<file path="config.mk">
export PLATFORM = sky130hd
export DESIGN_NAME = seq_datapath
export DESIGN_NICKNAME = d
export VERILOG_FILES = /design/src/rtl/seq_datapath.sv
export SDC_FILE = /design/constraint.sdc
export NUM_CORES = 2
export LEC_CHECK = 0
export BUFFER_PORTS_ARGS = -buffer_cell sky130_fd_sc_hd__buf_2
export CAP_MARGIN = 20
export CORE_UTILIZATION = 65
export DETAILED_ROUTE_END_ITERATION = 12
export PLACE_DENSITY = 0.82
export SLEW_MARGIN = 25
export SYNTH_ARGS = -nofsm -noshare
export SYNTH_HDL_FRONTEND = slang
export SYNTH_SLANG_ARGS = --single-unit
export TNS_END_PERCENT = 1
</file>
<file path="constraint.sdc">
create_clock -name clock -period 24.9 [get_ports clock]
set_input_delay 2.49 -clock clock [delete_from_list [all_inputs] [get_ports clock]]
set_output_delay 2.49 -clock clock [all_outputs]
set_load 0.02 [all_outputs]
</file>
<file path="src/rtl/seq_datapath.sv">
// Single-bus datapath with a built-in micro-sequencer: one command runs Y -> ALU/Z -> writeback.
// Latency 1 (LDI/MFHI/MFLO/NOP), 3 (ALU ops), 4 (MUL) cycles to done; cmd_ready only while idle.
module seq_datapath #(
  parameter int DATA_WIDTH = 32,
  parameter int NUM_REGS   = 16,
  parameter int R0_ZERO    = 0
) (
  input  logic                        clock,
  input  logic                        clear,
  input  logic                        cmd_valid,
  output logic                        cmd_ready,
  input  logic [3:0]                  cmd_op,
  input  logic [$clog2(NUM_REGS)-1:0] cmd_rd,
  input  logic [$clog2(NUM_REGS)-1:0] cmd_rs,
  input  logic [$clog2(NUM_REGS)-1:0] cmd_rt,
  input  logic [DATA_WIDTH-1:0]       cmd_imm,
  output logic                        done,
  output logic [DATA_WIDTH-1:0]       result,
  output logic [DATA_WIDTH-1:0]       hi_out,
  output logic [DATA_WIDTH-1:0]       lo_out,
  output logic [DATA_WIDTH-1:0]       bus_out
);

  localparam int AW = $clog2(NUM_REGS);
  localparam int SW = $clog2(DATA_WIDTH);
  localparam int DW = DATA_WIDTH;

  localparam logic [3:0] OP_ADD  = 4'd0;
  localparam logic [3:0] OP_SUB  = 4'd1;
  localparam logic [3:0] OP_AND  = 4'd2;
  localparam logic [3:0] OP_OR   = 4'd3;
  localparam logic [3:0] OP_XOR  = 4'd4;
  localparam logic [3:0] OP_SHL  = 4'd5;
  localparam logic [3:0] OP_SHR  = 4'd6;
  localparam logic [3:0] OP_MUL  = 4'd7;
  localparam logic [3:0] OP_LDI  = 4'd8;
  localparam logic [3:0] OP_MFHI = 4'd9;
  localparam logic [3:0] OP_MFLO = 4'd10;

  typedef enum logic [2:0] {IDLE, S_Y, S_Z, S_WB, S_HI} state_t;

  state_t            state, state_nxt;
  logic [3:0]        op_q;
  logic [AW-1:0]     rd_q, rs_q, rt_q;
  logic [DW-1:0]     imm_q;
  logic [DW-1:0]     regs [NUM_REGS];
  logic [DW-1:0]     y_q, hi_q, lo_q, result_q;
  logic [2*DW-1:0]   z_q;
  logic              done_q;
  logic [DW-1:0]     bus;
  logic [DW-1:0]     rs_val, rt_val;
  logic [DW-1:0]     alu_lo;
  logic [2*DW-1:0]   alu_out;
  logic [SW-1:0]     shamt;
  logic              accept, is_mul, wr_rd, rd_keep;

  assign cmd_ready = (state == IDLE) && clear;
  assign accept    = cmd_valid && cmd_ready;
  assign is_mul    = (op_q == OP_MUL);
  assign wr_rd     = (op_q <= OP_SHR) || (op_q >= OP_LDI && op_q <= OP_MFLO);
  // In zero-register mode index 0 is hardwired: reads give 0, writes vanish.
  assign rd_keep   = !(R0_ZERO != 0 && rd_q == '0);
  assign rs_val    = (R0_ZERO != 0 && rs_q == '0) ? '0 : regs[rs_q];
  assign rt_val    = (R0_ZERO != 0 && rt_q == '0) ? '0 : regs[rt_q];

  always_comb begin
    bus = '0;
    case (state)
      S_Y:  bus = rs_val;
      S_Z:  bus = rt_val;
      S_WB: begin
        if (!op_q[3]) begin
          bus = z_q[DW-1:0];
        end else begin
          case (op_q)
            OP_LDI:  bus = imm_q;
            OP_MFHI: bus = hi_q;
            OP_MFLO: bus = lo_q;
            default: bus = '0;
          endcase
        end
      end
      S_HI:    bus = z_q[2*DW-1:DW];
      default: bus = '0;
    endcase
  end

  assign shamt = bus[SW-1:0];

  always_comb begin
    alu_lo = '0;
    case (op_q)
      OP_ADD:  alu_lo = y_q + bus;
      OP_SUB:  alu_lo = y_q - bus;
      OP_AND:  alu_lo = y_q & bus;
      OP_OR:   alu_lo = y_q | bus;
      OP_XOR:  alu_lo = y_q ^ bus;
      OP_SHL:  alu_lo = y_q << shamt;
      OP_SHR:  alu_lo = y_q >> shamt;
      default: alu_lo = '0;
    endcase
    if (is_mul) begin
      alu_out = {{DW{1'b0}}, y_q} * {{DW{1'b0}}, bus};
    end else begin
      alu_out = {{DW{1'b0}}, alu_lo};
    end
  end

  always_comb begin
    state_nxt = state;
    case (state)
      IDLE: begin
        if (accept) state_nxt = cmd_op[3] ? S_WB : S_Y;
      end
      S_Y:     state_nxt = S_Z;
      S_Z:     state_nxt = S_WB;
      S_WB:    state_nxt = is_mul ? S_HI : IDLE;
      S_HI:    state_nxt = IDLE;
      default: state_nxt = IDLE;
    endcase
  end

  always_ff @(posedge clock or negedge clear) begin
    if (!clear) begin
      state <= IDLE;
    end else begin
      state <= state_nxt;
    end
  end

  always_ff @(posedge clock or negedge clear) begin
    if (!clear) begin
      op_q     <= '0;
      rd_q     <= '0;
      rs_q     <= '0;
      rt_q     <= '0;
      imm_q    <= '0;
      y_q      <= '0;
      z_q      <= '0;
      hi_q     <= '0;
      lo_q     <= '0;
      result_q <= '0;
      done_q   <= 1'b0;
      for (int i = 0; i < NUM_REGS; i++) regs[i] <= '0;
    end else begin
      done_q <= ((state == S_WB) && !is_mul) || (state == S_HI);
      if (accept) begin
        op_q  <= cmd_op;
        rd_q  <= cmd_rd;
        rs_q  <= cmd_rs;
        rt_q  <= cmd_rt;
        imm_q <= cmd_imm;
      end
      case (state)
        S_Y: y_q <= bus;
        S_Z: z_q <= alu_out;
        S_WB: begin
          if (wr_rd && rd_keep) regs[rd_q] <= bus;
          if (is_mul) lo_q <= bus;
          else        result_q <= bus;
        end
        S_HI: begin
          // LO was loaded one edge earlier, so it already holds the low product half.
          hi_q     <= bus;
          result_q <= lo_q;
        end
        default: ;
      endcase
    end
  end

  assign done    = done_q;
  assign result  = result_q;
  assign hi_out  = hi_q;
  assign lo_out  = lo_q;
  assign bus_out = bus;

endmodule

</file>
==> results.txt <==
----------------------------------------------------
[Clock network]
  CTS hold repair buffers ... 0
  Number of CTS-inserted buffers ... 73
  Post-cts sizing count ... 0
  Clk sink count ... 756
  Buffer count from post-CTS setup fixing ... 0
  Clock latency reported for the late side of the worst-skew pair ... 0.67 ns
  Clk Tree Root Cell ... sky130_fd_sc_hd__clkbuf_16
  Level count of the clock H-tree ... 3
  Maximum clock insertion buffer count ... 3
  CTS tree ... yes
  Clk pin slew, worst setup/hold paths ... 0.07 ns

[Timing]
  Final period demand of the worst path ... 13.77 ns
  Final-report hold violation count ... 0
  Sum of negative setup slack ... 0 ns
  Number of endpoints failing setup at the final stage ... 0
  Pins Over Slew Limit ... 0
  Final critical-path share of the clock period ... 55.3%
  Setup repair after global routing missed its margin ... false
  Fin Hold WS ... 0.495 ns
  Top achievable clock speed ... 0.0726 GHz
  Worst Tran Pin Value ... 1.12 ns
  Worst slew margin relative to its limit ... 24.5%
  Setup Skew ... 0.0348 ns

[Synthesis]
  Synthesized netlist cell count ... 8189
  Post-synthesis share of cell area spent on xor and xnor gates ... 1.29%
  Fraction of post-synthesis cell area in the top cell type by area ... 25.0%
  Largest family of logic cells by synthesized area ... adder cells
  Post-synthesis share of cell area spent on full adders, half adders and majority gates ... 29.6%
  Cell taking the most area after synthesis ... sky130_fd_sc_hd__dfrtp_1
  Main flop type after synthesis ... sky130_fd_sc_hd__dfrtp_1
  Post-synthesis sequential element count ... 756
  Number of enable-type register cells in the synthesized netlist ... 0
  Post-synthesis cell area ... 75800 um2
  Syn Area/Cell ... 9.26 um2
  Synth cell types ... 106
  Post-synth net total ... 9497
  Main area contributors after synthesis ... sky130_fd_sc_hd__dfrtp_1, sky130_fd_sc_hd__fa_1, sky130_fd_sc_hd__ha_1
  Area fraction in and, or, nand and nor cells after synthesis ... 12.9%
  Synthesized-area fraction occupied by ao, oa, aoi and oai cells ... 12.4%
  Async set-reset flop share out of synthesis ... 100%
  Post-synthesis mux area share ... 10.0%
  Part of the Yosys area used for sequential elements ... 25.0%
  Warning count from the yosys run ... 0

[Drt]
  DRT Wirelength ... 302 mm
  Initial DRC Count ... 9732
  Total iterations of the first detailed-routing run ... 9
  Post-DR vias/cell ... 6.95
  Total number of vias ... 66800
  Wirelength per Cell ... 31.4 um
  Post-route antenna net violation count ... 0
  Drt drc ... 0

[Layout]
  Final core area utilization ... 69.6%
  Reg area ... 18900 um2
  Ratio of cells with drive above 1 in the final layout ... 10.3%
  Most common cell after layout, fill and taps aside ... sky130_fd_sc_hd__nor2_1
  Count of fill cells added during filler insertion ... 8756
  Synthesis-to-finish area growth ... 5.50%
  Number of nets in the final layout ... 9338
  Commonest cells after routing, fill and taps aside ... sky130_fd_sc_hd__nor2_1, sky130_fd_sc_hd__inv_1, sky130_fd_sc_hd__nand2_1
  Multi-input logic area ... 50500 um2

[Die]
  Placeable core region ... 115000 um2
  Die height ... 344 um
  Die Wd ... 344 um
  Initial standard-cell utilization of the core ... 65.9%
  Count of boundary I/O pins ... 181
  Std cell rows ... 124
  Die footprint ... 118000 um2

[Place]
  HPWL Detailed ... 214 mm
  Routability Congestion ... 1.06
  Quantity of I/O buffers inserted on ports ... 180

[Worst setup path]
  Kind of cell adding the most delay to the critical path ... adder cells
  Signal arrival time at the worst endpoint ... 14.31 ns
  Endpoint required time on the critical path ... 25.44 ns
  Slowest CP cell ... sky130_fd_sc_hd__dfrtp_4
  Sort of element at the start of the critical path ... flop
  Sum of buffers and inverters on the critical path ... 8
  Crit path max fanout ... 56
  Start-to-end type of the worst setup path ... reg2reg
  Worst path max stage delay ... 1.09 ns
  Cell repeated most along the worst path ... sky130_fd_sc_hd__fa_1
  Type of destination of the critical path ... flop

[Global routing]
  Overall Global Routing Usage ... 51.8%
  Vias in the first global route ... 67200
  First-pass GRT wire length ... 440 mm
  Maximum number of pins on one net before global-route repair ... 162
  Leftover overflow at the end of global routing ... 0
  Number of antenna violations at the first check in global routing ... 21

[Run]
  Max-cap check violation count ... 0

[Run status]
  Status ... completed

[Worst hold path]
  Path class of the lowest-slack min-delay path ... reg2reg

----------------------------------------------------
[flip-flops by register name (all words and copies together), names as in the netlist]
name,count
rt_q,4
rd_q,4
op_q,4
regs,512
y_q,32
done,1
lo_out,32
z_q,64
hi_out,32
rs_q,4
state,3
imm_q,32
result,32
[cells by family (layout without fill, tap and decap cells)]
logic type	Yosys count	after routing
compound gates	1539	1539
buf+inv	1631	1526
simple gates	2363	2363
other cells	0	9
xor+xnor	111	111
flops	756	756
mux	532	532
fa+ha+maj	1257	1257
[cell type report]
cell class	instances	share of cell area, %
Multi-Input combinational cell	5802	63.1
Sequential cell	756	23.7
Inverter	1003	4.72
Timing Repair Buffer	394	3.22
Clock buffer	109	2.63
Tap cell	1512	2.37
Clock inverter	20	0.233
Antenna cell	9	0.0282
[path summary, 6_finish.rpt]
path | startpoint | endpoint | slack, ns | cells after the start
max in group asynchronous | clear | result[7] | 19.95 | 4
min reg2reg | z_q[8] | z_q[8] | 0.50 | 1
min in group asynchronous | clear | lo_out[31] | 1.77 | 1
min | z_q[8] | z_q[8] | 0.50 | 1
max | rs_q[0] | z_q[62] | 11.13 | 33
max reg2reg | rs_q[0] | z_q[62] | 11.13 | 33
[Yosys cell counts, types with 67 or more instances]
library cell,number
sky130_fd_sc_hd__inv_1,976
sky130_fd_sc_hd__nand3_1,113
sky130_fd_sc_hd__a21oi_1,553
sky130_fd_sc_hd__mux2i_1,295
sky130_fd_sc_hd__mux4_2,156
sky130_fd_sc_hd__a21o_1,80
sky130_fd_sc_hd__clkbuf_1,461
sky130_fd_sc_hd__nand2_1,926
sky130_fd_sc_hd__nor2_1,1073
sky130_fd_sc_hd__fa_1,897
sky130_fd_sc_hd__buf_2,67
sky130_fd_sc_hd__xnor2_1,77
sky130_fd_sc_hd__a22oi_1,177
sky130_fd_sc_hd__o21ai_0,360
sky130_fd_sc_hd__ha_1,360
sky130_fd_sc_hd__dfrtp_1,756
[per-stage QoR]
stage	setup WS [ns]	instance area, um2	cells
floorplan	14.84	75800	8189
global placement	11.20	77600	9466
detailed placement	11.37	77600	9466
CTS	11.35	79900	9595
global route	10.63	80000	9597
finish	11.13	80000	9605
[metal layers]
metal / track usage (%) / part of all wire, % / up-vias
met4: 36.2 / 8.9 / 27
met3: 22.6 / 16 / 1556
li1: - / - / 26600
met5: 0.641 / 0.15 / -
met1: 65.8 / 34 / 32900
met2: 70.8 / 40 / 5677
Power is not shown: default switching activity piles up to over one toggle a cycle in this logic, so the estimate is an artifact.
